$ cat config.mk
export PLATFORM = sky130hd
export DESIGN_NAME = coin_acceptor
export DESIGN_NICKNAME = d
export VERILOG_FILES = /design/src/rtl/coin_acceptor.sv
export SDC_FILE = /design/constraint.sdc
export NUM_CORES = 1
export LEC_CHECK = 0
export CORE_ASPECT_RATIO = 0.8
export CORE_MARGIN = 1.5
export CORE_UTILIZATION = 54
export CTS_CLUSTER_DIAMETER = 60
export DETAILED_ROUTE_END_ITERATION = 6
export PLACE_DENSITY = 0.78
export SLEW_MARGIN = 20
export SYNTH_ARGS = -nofsm -noshare
export SYNTH_HDL_FRONTEND = slang
export SYNTH_SLANG_ARGS = --single-unit
$ cat constraint.sdc
create_clock -name clk -period 3.1 [get_ports clk]
set_input_delay 0.31 -clock clk [delete_from_list [all_inputs] [get_ports clk]]
set_output_delay 0.31 -clock clk [all_outputs]
set_load 0.02 [all_outputs]
$ cat src/rtl/coin_acceptor.sv
// Coin-slot front end: synchronises and debounces the 5 rs / 10 rs sensors,
// turns clean rising edges into coded events and queues them behind a valid/ready port.
module coin_acceptor #(
    parameter int DEB_CYCLES = 8,
    parameter int QDEPTH     = 4
) (
    input  logic                        clk,
    input  logic                        rst,
    input  logic                        coin5_raw,
    input  logic                        coin10_raw,
    input  logic                        coin_ready,
    output logic                        coin_valid,
    output logic [1:0]                  coin_code,
    output logic                        jam,
    output logic                        overflow,
    output logic [$clog2(QDEPTH):0]     queue_count
);

    localparam int CW = $clog2(DEB_CYCLES);
    localparam int PW = $clog2(QDEPTH);
    localparam int QW = PW + 1;
    localparam logic [CW-1:0] CNT_LAST  = CW'(DEB_CYCLES - 1);
    localparam logic [QW-1:0] COUNT_FULL = QW'(QDEPTH);

    // Channel index 0 is the 5 rs sensor, index 1 the 10 rs sensor.
    logic [1:0]          sync1_r;
    logic [1:0]          sync2_r;
    logic [1:0]          stable_r;
    logic [1:0][CW-1:0]  cnt_r;

    logic [1:0]          flip_s;
    logic [1:0]          rise_s;
    logic [1:0]          accept_s;
    logic                push_s;
    logic [1:0]          push_code_s;
    logic                full_s;
    logic                pop_s;
    logic                write_s;
    logic                drop_s;

    logic [1:0]          mem_r [QDEPTH];
    logic [PW-1:0]       wr_ptr_r;
    logic [PW-1:0]       rd_ptr_r;
    logic [QW-1:0]       count_r;
    logic                overflow_r;

    // Debounce decisions, jam rejection and FIFO write/read qualification.
    always_comb begin
        flip_s      = 2'b00;
        rise_s      = 2'b00;
        for (int i = 0; i < 2; i++) begin
            flip_s[i] = (sync2_r[i] != stable_r[i]) && (cnt_r[i] == CNT_LAST);
            rise_s[i] = flip_s[i] & sync2_r[i];
        end
        // A rise is only a coin if the other slot is neither already high nor rising now.
        accept_s[0] = rise_s[0] & ~stable_r[1] & ~rise_s[1];
        accept_s[1] = rise_s[1] & ~stable_r[0] & ~rise_s[0];
        push_s      = |accept_s;
        if (accept_s[0]) begin
            push_code_s = 2'b01;
        end else begin
            push_code_s = 2'b10;
        end
        full_s  = (count_r == COUNT_FULL);
        pop_s   = coin_valid & coin_ready;
        write_s = push_s & (~full_s | pop_s);
        drop_s  = push_s & full_s & ~pop_s;
    end

    // Two-flop synchronisers and per-channel debounce counters.
    always_ff @(posedge clk) begin
        if (rst) begin
            sync1_r  <= 2'b00;
            sync2_r  <= 2'b00;
            stable_r <= 2'b00;
            cnt_r    <= '0;
        end else begin
            sync1_r <= {coin10_raw, coin5_raw};
            sync2_r <= sync1_r;
            for (int i = 0; i < 2; i++) begin
                if (sync2_r[i] == stable_r[i]) begin
                    cnt_r[i] <= '0;
                end else if (flip_s[i]) begin
                    stable_r[i] <= sync2_r[i];
                    cnt_r[i]    <= '0;
                end else begin
                    cnt_r[i] <= cnt_r[i] + CW'(1);
                end
            end
        end
    end

    // Circular event queue with sticky drop flag.
    always_ff @(posedge clk) begin
        if (rst) begin
            for (int i = 0; i < QDEPTH; i++) begin
                mem_r[i] <= 2'b00;
            end
            wr_ptr_r   <= '0;
            rd_ptr_r   <= '0;
            count_r    <= '0;
            overflow_r <= 1'b0;
        end else begin
            if (write_s) begin
                mem_r[wr_ptr_r] <= push_code_s;
                wr_ptr_r        <= wr_ptr_r + PW'(1);
            end else begin
                wr_ptr_r <= wr_ptr_r;
            end
            if (pop_s) begin
                rd_ptr_r <= rd_ptr_r + PW'(1);
            end else begin
                rd_ptr_r <= rd_ptr_r;
            end
            if (write_s && !pop_s) begin
                count_r <= count_r + QW'(1);
            end else if (pop_s && !write_s) begin
                count_r <= count_r - QW'(1);
            end else begin
                count_r <= count_r;
            end
            if (drop_s) begin
                overflow_r <= 1'b1;
            end else begin
                overflow_r <= overflow_r;
            end
        end
    end

    assign coin_valid  = (count_r != '0);
    assign coin_code   = coin_valid ? mem_r[rd_ptr_r] : 2'b00;
    assign jam         = stable_r[0] & stable_r[1];
    assign overflow    = overflow_r;
    assign queue_count = count_r;

endmodule

# Word level (Yosys, flattened, before mapping)
# Memory sizes are Yosys's and may differ from the RTL's. A register that Yosys moved wholly into a read port is not among the register bits.
# Index checks and enable logic that the tools add are counted.
# word_totals
ff_bits,20
ramBits,8
inputBits,5
output_inout_bits,8
elab_cells,72
mem_count,1
# mem_list
memory,words,width,rd,rd_ports_with_merged_regs,wr,line,text
mem_r,4,2,1,1,4,41,logic [1:0] mem_r [QDEPTH];
# op_classes
addsub,6
n_eq_ne,7
mux,14
n_bitwise,20
n_reduce_logical,14
# ops
operator,count
2-to-1 mux 2 bit,6
AND 1 bit,11
"adder 3 x 1 -> 3 bit, second input constant",3
"equality test 3 bit, second input constant",3
inverter 1 bit,8
2-to-1 mux 1 bit,6
2-to-1 mux 3 bit,2
OR reduction 3 bit,2
"adder 2 x 1 -> 2 bit, second input constant",2
logical AND 1 bit,4
AND reduction 2 bit,2
OR reduction 2 bit,2
nonzero test 3 bit,1
"subtractor 3 x 1 -> 3 bit, second input constant",1
equality test 1 bit,2
zero test 1 bit,2
inequality test 1 bit,2
nonzero test 2 bit,1
OR 1 bit,1

# Depth between registers and ports, before layout
# Gate-level depths: netlist of the first run.
# logic_depth
depth_word,12
ltp_mapped,12
mapped_depth_nobuf,12

# Worst setup path after synthesis of the first run
# No wires, ideal clock.
# synth_path
path_type,register to register
from,reg cnt_r[3] (netlist name)
to,"reg count_r[2], in the netlist queue_count[2]"
arrival_time_ps,2401
required_ps,3029
path_slack_ps,628
path_stages_with_launch,13
n_path_buf,0
cell_sequence,dfxtp_1 -> ha_1 -> ha_1 -> nand2_2 -> xor2_1 -> nand3_2 -> inv_2 -> ha_1 -> inv_1 -> fa_1 -> xor2_1 -> or3_1 -> a21oi_1
# synth_via
elab_chain_cells,10
elab_cells_between_ends,14
# synth_lines
item,line,text
"start, declared",29,logic [1:0][CW-1:0] cnt_r;
"start signal, assigned by index",87,cnt_r[i] <= cnt_r[i] + CW'(1);
equality test 3 bit (*),52,flip_s[i] = (sync2_r[i] != stable_r[i]) && (cnt_r[i] == CNT_LAST);
logical AND 1 bit (*),52,
AND 1 bit (*),53,rise_s[i] = flip_s[i] & sync2_r[i];
AND 1 bit / inverter 1 bit (equally long branches),"57, 56",
AND 1 bit (on tied branches),"57, 56",
OR reduction 2 bit (*),58,push_s = |accept_s;
AND 1 bit (*),66,write_s = push_s & (~full_s | pop_s);
net write_s,38,logic write_s;
zero test 1 bit,117,end else if (pop_s && !write_s) begin
logical AND 1 bit,117,
nonzero test 2 bit (no line),n/a,
"end signal, assigned",116,count_r <= count_r + QW'(1);
"end signal, assigned",118,count_r <= count_r - QW'(1);
"end signal, assigned",120,count_r <= count_r;
"end, declared",44,logic [QW-1:0] count_r;
# The timed path passes the listed nets; every way through them passes the cells marked *.
# A chain may end at the register's enable or synchronous reset.

# Worst setup path after layout of the first run
# layout_path
from,reg cnt_r[0] (netlist name)
to,"reg count_r[2], in the netlist queue_count[2]"
# layout_via
elab_chain_cells,10
elab_cells_between_ends,14
# layout_lines
item,line
equality test 3 bit (*),52
logical AND 1 bit (*),52
AND 1 bit (*),53
AND 1 bit / inverter 1 bit (equally long branches),"56, 57"
AND 1 bit (on tied branches),"56, 57"
OR reduction 2 bit (*),58
AND 1 bit (*),66
net write_s,38
zero test 1 bit,117
logical AND 1 bit,117
nonzero test 2 bit (no line),n/a
# Marks and branches as above.

==> results of run 1 <==
## sequential cells by signal, summed over array words and instances, names as in the netlist, named ones only
| name | cells |
|---|---|
| mem_r | 8 |
| cnt_r | 6 |
| wr_ptr_r | 2 |
| queue_count | 3 |
| rd_ptr_r | 2 |
| sync1_r | 2 |
| stable_r | 2 |
| overflow | 1 |
| sync2_r | 2 |
## synthesized netlist by cell type, types with 2 or more instances
cell      count  area share
dfxtp_1      22        0.34
nor2_1       10       0.029
edfxtp_1      8        0.19
and2_1        7       0.034
ha_1          5       0.049
nand2_1       5       0.015
nor3_1        5       0.019
xor2_1        5       0.034
nand4_1       4       0.019
nor2b_1       4       0.019
o31ai_1       4       0.023
a21oi_1       3       0.012
clkbuf_1      3      0.0088
inv_1         3      0.0088
xnor2_1       3       0.020
mux2i_1       2       0.016
mux4_2        2       0.035
nand2b_1      2      0.0097
nand3_1       2      0.0078
nor4_1        2      0.0097
or3_1         2      0.0097
## worst max-delay path: cells and delay by family (launching register included)
kind                     cells  cell delay (ns)
XOR/XNOR                     2             0.38
buffers and inverters        2             0.15
adder cells (fa/ha/maj)      4             1.01
AO/OA/AOI/OAI                1             0.15
flip-flops                   1             0.33
AND/OR/NAND/NOR              3             0.62
## worst max-delay path by stage
stage	from	endpoint	cells past startpoint	slack, ns
after CTS	cnt_r[0]$_SDFF_PP0_	queue_count[2]$_SDFFE_PP0P_	12	0.40
after global routing	cnt_r[0]$_SDFF_PP0_	queue_count[2]$_SDFFE_PP0P_	12	0.25
after detailed placement	cnt_r[3]$_SDFF_PP0_	queue_count[2]$_SDFFE_PP0P_	12	0.44
after global placement	cnt_r[3]$_SDFF_PP0_	queue_count[2]$_SDFFE_PP0P_	12	0.52
after floorplan	cnt_r[3]$_SDFF_PP0_	queue_count[2]$_SDFFE_PP0P_	12	0.63
final	cnt_r[0]$_SDFF_PP0_	queue_count[2]$_SDFFE_PP0P_	12	0.40
## layer usage
layer / track usage / vias to the layer above
met4: 0.05581 / 0
li1: - / 447
met3: 0.06180 / 2
met2: 0.2909 / 22
met5: 0 / -
met1: 0.2491 / 399
## logic make-up (layout without fill, tap and decap cells)
group / after synthesis / in the layout / synth area share
buffers and inverters: 8 / 26 / 0.02334
AO/OA/AOI/OAI: 10 / 10 / 0.05058
flip-flops: 30 / 30 / 0.5292
AND/OR/NAND/NOR: 51 / 51 / 0.2276
multiplexers: 4 / 4 / 0.05058
adder cells (fa/ha/maj): 6 / 6 / 0.06420
XOR/XNOR: 8 / 8 / 0.05448
## area by class of cell
type                            instances  area (um^2)  area share
Tap cell                               25        31.28     0.02110
Clock buffer                            8        48.80     0.03291
Inverter                                5        18.77     0.01266
Timing Repair Buffer                   13        127.6     0.08608
Sequential cell                        30        680.7      0.4591
Multi-Input combinational cell         79        575.6      0.3882
## per-stage QoR
stage                      power, W  area [um^2]
after floorplan           0.0006053         1286
final                     0.0008901         1483
after global routing      0.0009457         1483
after global placement    0.0006801         1434
after detailed placement  0.0006901         1434
after CTS                 0.0008979         1483
## power by group through the flow
stage / logic, W / clock network, W / registers, W
after floorplan: 0.000132 / 0 / 0.000473
after global placement: 0.000218 / 0 / 0.000463
after detailed placement: 0.000225 / 0 / 0.000465
after CTS: 0.000227 / 0.000215 / 0.000455
after global routing: 0.000249 / 0.000236 / 0.000461
final: 0.000226 / 0.000209 / 0.000455
==> run_results.csv, run 1 <==
group,metric,value,unit
clock_network,cts_inserted_buffers,5,
logic_synthesis,synth_area,1286,um^2
place,place_ws,0.4392,ns
worst_setup_path,crit_chain,"ha_1, ha_1, nand2_4, xor2_1, nand3_2, inv_2, ha_1, inv_1, fa_1, xor2_1, or3_1, a21oi_1",
cells_and_area,instances_no_fill,160,
place,place_inst,152,
clock_network,clk_path_buf_depth,2,
clock_network,cts_tree,"done",
timing,fin_setup_tns,0,ns
timing,fmax,370.7,MHz
cells_and_area,final_cell_mix,"dfxtp_1, clkdlybuf4s50_1, nor2_1",
worst_setup_path,path_max_fanout,6,
timing,final.period_utilization,0.8703,
worst_setup_path,arrival,2.94,ns
power,power_frac_clock,0.235,
clock_network,htreeDepth,2,
logic_synthesis,synth_cell_types,35,
drt,drtIter0Drc,40,
logic_synthesis,synthFlopType,"dfxtp_1",
die,core,2196,um^2
drt,ant_nets,0,
outcome,status,"completed",
die,ios,13,
clock_network,ctsRootBufferMaster,"clkbuf_4",
timing,relSlewSlack,0.6304,
worst_setup_path,cp-end-kind,"flip-flop",
logic_synthesis,syn-mean-instance-area,10.99,um^2
logic_synthesis,ys_async_sr_fraction,0,
drt,drc,0,
power,ir_worst_vdd,0.4716,mV
clock_network,clk_pin_slew,0.09,ns
worst_setup_path,reg2reg_depth,12,
clock_network,clock_sinks,30,
clock_network,cts-resized-gates,0,
min_path,min_path_cells,1,
drt,vias_per_cell,5.438,
timing,slew_violations,0,
place,place_congestion,0.8221,
worst_setup_path,cp-start-kind,"flip-flop",
cells_and_area,utilization,0.6752,
power,switching_share,0.2935,
min_path,hold_path_end,"cnt_r[3]$_SDFF_PP0_",
power,p_int,0.0006288,W
global_routing,grt_antenna_before_repair,0,
timing,fin_ws,0.4021,ns
cells_and_area,fillers,176,
drt,wl_met2,916,um
timing,rsz0062_at_grt,"false",
timing,holdWs,0.4347,ns
timing,min_period,2.698,ns
global_routing,gr-total-overflow,0,
die,dieArea,2685,um^2
cells_and_area,drive_above_1_share,0.1111,
run,maxCapViolCount,0,
drt,dr.pass1.iters,4,
die,rows,15,
global_routing,grt_pass1_vias,819,
logic_synthesis,synth_edf_count,8,
clock_network,clk_latency,0.31,ns
cells_and_area,fin_nets,145,
logic_synthesis,syn_inst,117,
logic_synthesis,yosys_warnings,0,
cells_and_area,antennaDiodeCount,0,
clock_network,post_cts_buffers,0,
global_routing,grt_max_degree,21,
worst_setup_path,cp_slowest_cell,"fa_1",
power,switchingPower,0.0002613,W
worst_setup_path,slowest_delay,0.37,ns
logic_synthesis,seq_area_frac_synth,0.5292,
worst_setup_path,worstPathRequired,3.34,ns
drt,wl,2056,um
place,port_buffers,12,
die,start_util,0.5858,
timing,final-hold-violation-count,0,
worst_setup_path,reg2reg_to,"queue_count[2]$_SDFFE_PP0P_",
drt,wl_per_cell,12.85,um
power,comb_power_share,0.254,
drt,wl_met1,1023,um
die,fp.dieH,46.65,um
power,share_seq_of_total_power,0.511,
power,p_per_area,600.3,nW/um^2
place,hpwl,1558,um
global_routing,grt_pass1_wl,3608,um
worst_setup_path,r2r_slack,0.40,ns
min_path,min_path_type,"flip-flop to flip-flop",
logic_synthesis,syn_nets,128,
power,total_leakage_power,0.5744,nW
timing,skew,0.003457,ns
worst_setup_path,timing.rr.start,"cnt_r[0]$_SDFF_PP0_",
drt,wl_met3,108,um
min_path,min_from,"cnt_r[3]$_SDFF_PP0_",
clock_network,cts_hold_buf,0,
worst_setup_path,worst-setup-path-type,"flip-flop to flip-flop",
logic_synthesis,yosys_register_bits,30,
drt,vias,870,
cells_and_area,final_common_cell,"dfxtp_1",
drt,highest_layer,"met4",
timing,setup_violations,0,
die,die_x,57.57,um
worst_setup_path,cpMostUsedCell,"ha_1",
global_routing,track_usage,0.1863,
timing,tightest_slew,0.5467,ns
cells_and_area,area_growth,15.27,%
No activity file was read; power rests on OpenSTA's default activity.
==> run 2, diff against run 1 <==
CORE_UTILIZATION = 45   (was 54)
PLACE_DENSITY = 0.67   (was 0.78)
==> run 2 against run 1 <==
Non-clock buffer count stayed put. Sequential share of layout area down 0.54 points. Combinational power fell by 2%. Routed wire length increased by 11%. Maximum frequency is 1.2% lower. Register-to-register slack got worse by 0.03 ns. Cell count up 8.1%. Global-route usage down 1.4 points. Critical endpoint unchanged. Highest routed layer unchanged.
==> run_results.csv, run 2 (same netlist as run 1, synthesis figures left out) <==
group,metric,value,unit
power,p_per_area,591.9,nW/um^2
run,maxCapViolCount,0,
die,fp.dieH,50.82,um
clock_network,clock_sinks,30,
global_routing,track_usage,0.1727,
clock_network,clk_pin_slew,0.09,ns
cells_and_area,antennaDiodeCount,0,
timing,relSlewSlack,0.6021,
worst_setup_path,path_max_fanout,6,
power,share_seq_of_total_power,0.513,
die,ios,13,
clock_network,cts_inserted_buffers,5,
drt,wl_per_cell,13.18,um
place,port_buffers,12,
clock_network,post_cts_buffers,0,
timing,slew_violations,0,
cells_and_area,fin_area,1500,um^2
drt,wl,2280,um
place,place_area,1450,um^2
timing,final.period_utilization,0.8812,
drt,drtIter0Drc,8,
worst_setup_path,arrival,2.98,ns
power,switching_share,0.2985,
drt,dr.pass1.iters,4,
cells_and_area,top_register,"mem_r",
timing,tightest_slew,0.5886,ns
global_routing,grt_max_degree,21,
drt,vias,893,
place,place_congestion,0.8448,
clock_network,clk_latency,0.33,ns
drt,ant_nets,0,
worst_setup_path,worstPathRequired,3.35,ns
cells_and_area,final_common_cell,"dfxtp_1",
power,total_leakage_power,0.5775,nW
die,core,2744,um^2
timing,fin_setup_tns,0,ns
global_routing,grt_antenna_before_repair,0,
outcome,status,"completed",
clock_network,ctsRootBufferMaster,"clkbuf_4",
timing,rsz0062_at_grt,"false",
worst_setup_path,cp-start-kind,"flip-flop",
die,start_util,0.4688,
timing,skew,0.01112,ns
timing,setup_violations,0,
die,dieArea,3190,um^2
clock_network,cts-resized-gates,0,
cells_and_area,final_cell_mix,"dfxtp_1, clkdlybuf4s50_1, nor2_1",
clock_network,cts_tree,"done",
power,comb_power_share,0.250,
min_path,min_path_type,"flip-flop to flip-flop",
drt,drc,0,
die,rows,17,
power,ir_worst_vdd,0.3432,mV
clock_network,htreeDepth,2,
cells_and_area,area_growth,16.63,%
timing,min_period,2.732,ns
global_routing,grt_pass1_wl,4002,um
worst_setup_path,worst-setup-path-type,"flip-flop to flip-flop",
power,p_int,0.0006229,W
worst_setup_path,cp-end-kind,"flip-flop",
die,die_x,62.78,um
global_routing,grt_pass1_vias,855,
global_routing,gr-total-overflow,0,
cells_and_area,fin_nets,145,
power,power_frac_clock,0.237,
cells_and_area,largest_register_ffs,8,
timing,final-hold-violation-count,0,
power,switchingPower,0.0002651,W
drt,vias_per_cell,5.162,
place,hpwl,1680,um
cells_and_area,drive_above_1_share,0.1185,
clock_network,cts_hold_buf,0,
timing,fmax,366.1,MHz
clock_network,clk_path_buf_depth,2,
==> run 2: cell types whose count changed in the layout (fill, tap and decap cells not counted), sizes merged <==
cell    delta
clkinv     +2
clkbuf     -2
==> run 2: metrics by stage <==
stage / std cells / total power (W) / worst slack [ns] / util / hold slack (ns)
2_1_floorplan: 117 / 0.0006053 / 0.6277 / - / 0.4050
3_3_place_gp: 165 / 0.0006822 / 0.5174 / 0.5285 / 0.4123
3_5_place_dp: 165 / 0.0006893 / 0.3906 / 0.5285 / 0.4216
4_1_cts: 173 / 0.0009020 / 0.3349 / 0.5467 / 0.4354
5_1_grt: 173 / 0.0009449 / 0.1406 / 0.5467 / 0.4485
6_report: 173 / 0.0008880 / 0.3681 / 0.5467 / 0.4303
==> run 2: metal layers <==
| metal | routed length (um) | GRT usage | vias to the layer above |
|---|---|---|---|
| met5 | 0 | 0 | - |
| met1 | 1036 | 0.2071 | 422 |
| met3 | 104 | 0.05066 | 8 |
| met4 | 63 | 0.1222 | 0 |
| li1 | - | - | 446 |
| met2 | 1074 | 0.2706 | 17 |
==> run 2: area by class of cell <==
type,count,area [um^2]
clock inverter,2,8.758
inverter,5,18.77
fill,224,1244
timing repair buffer,13,127.6
tap,38,47.55
sequential,30,680.7
clock buffer,6,41.29
multi-input combinational,79,575.6
==> run 2: power groups by stage <==
| stage | Combinational [W] | Clock (W) | Sequential, W |
|---|---|---|---|
| floorplan | 0.000132 | 0 | 0.000473 |
| detailed placement | 0.000224 | 0 | 0.000466 |
| global route | 0.000246 | 0.000237 | 0.000462 |
| CTS | 0.000225 | 0.000220 | 0.000456 |
| global placement | 0.000219 | 0 | 0.000463 |
| finish | 0.000222 | 0.000210 | 0.000455 |
==> run 2: path summary, 6_finish.rpt <==
kind	startpoint	to	slack, ns	cells past startpoint
hold / removal	cnt_r[0]$_SDFF_PP0_	cnt_r[0]$_SDFF_PP0_	0.43	1
setup / recovery	cnt_r[3]$_SDFF_PP0_	queue_count[2]$_SDFFE_PP0P_	0.37	12
hold reg to reg	cnt_r[0]$_SDFF_PP0_	cnt_r[0]$_SDFF_PP0_	0.43	1
setup reg to reg	cnt_r[3]$_SDFF_PP0_	queue_count[2]$_SDFFE_PP0P_	0.37	12
==> run 2: critical path, cell delays in order, from the launching register on <==
cell and delay (ns):
dfxtp_1 0.33, ha_1 0.20, ha_1 0.24, nand2_2 0.13, xor2_1 0.24, nand3_2 0.20
inv_2 0.09, ha_1 0.18, inv_1 0.06, fa_1 0.37, xor2_1 0.16, or3_1 0.32
a21oi_1 0.14
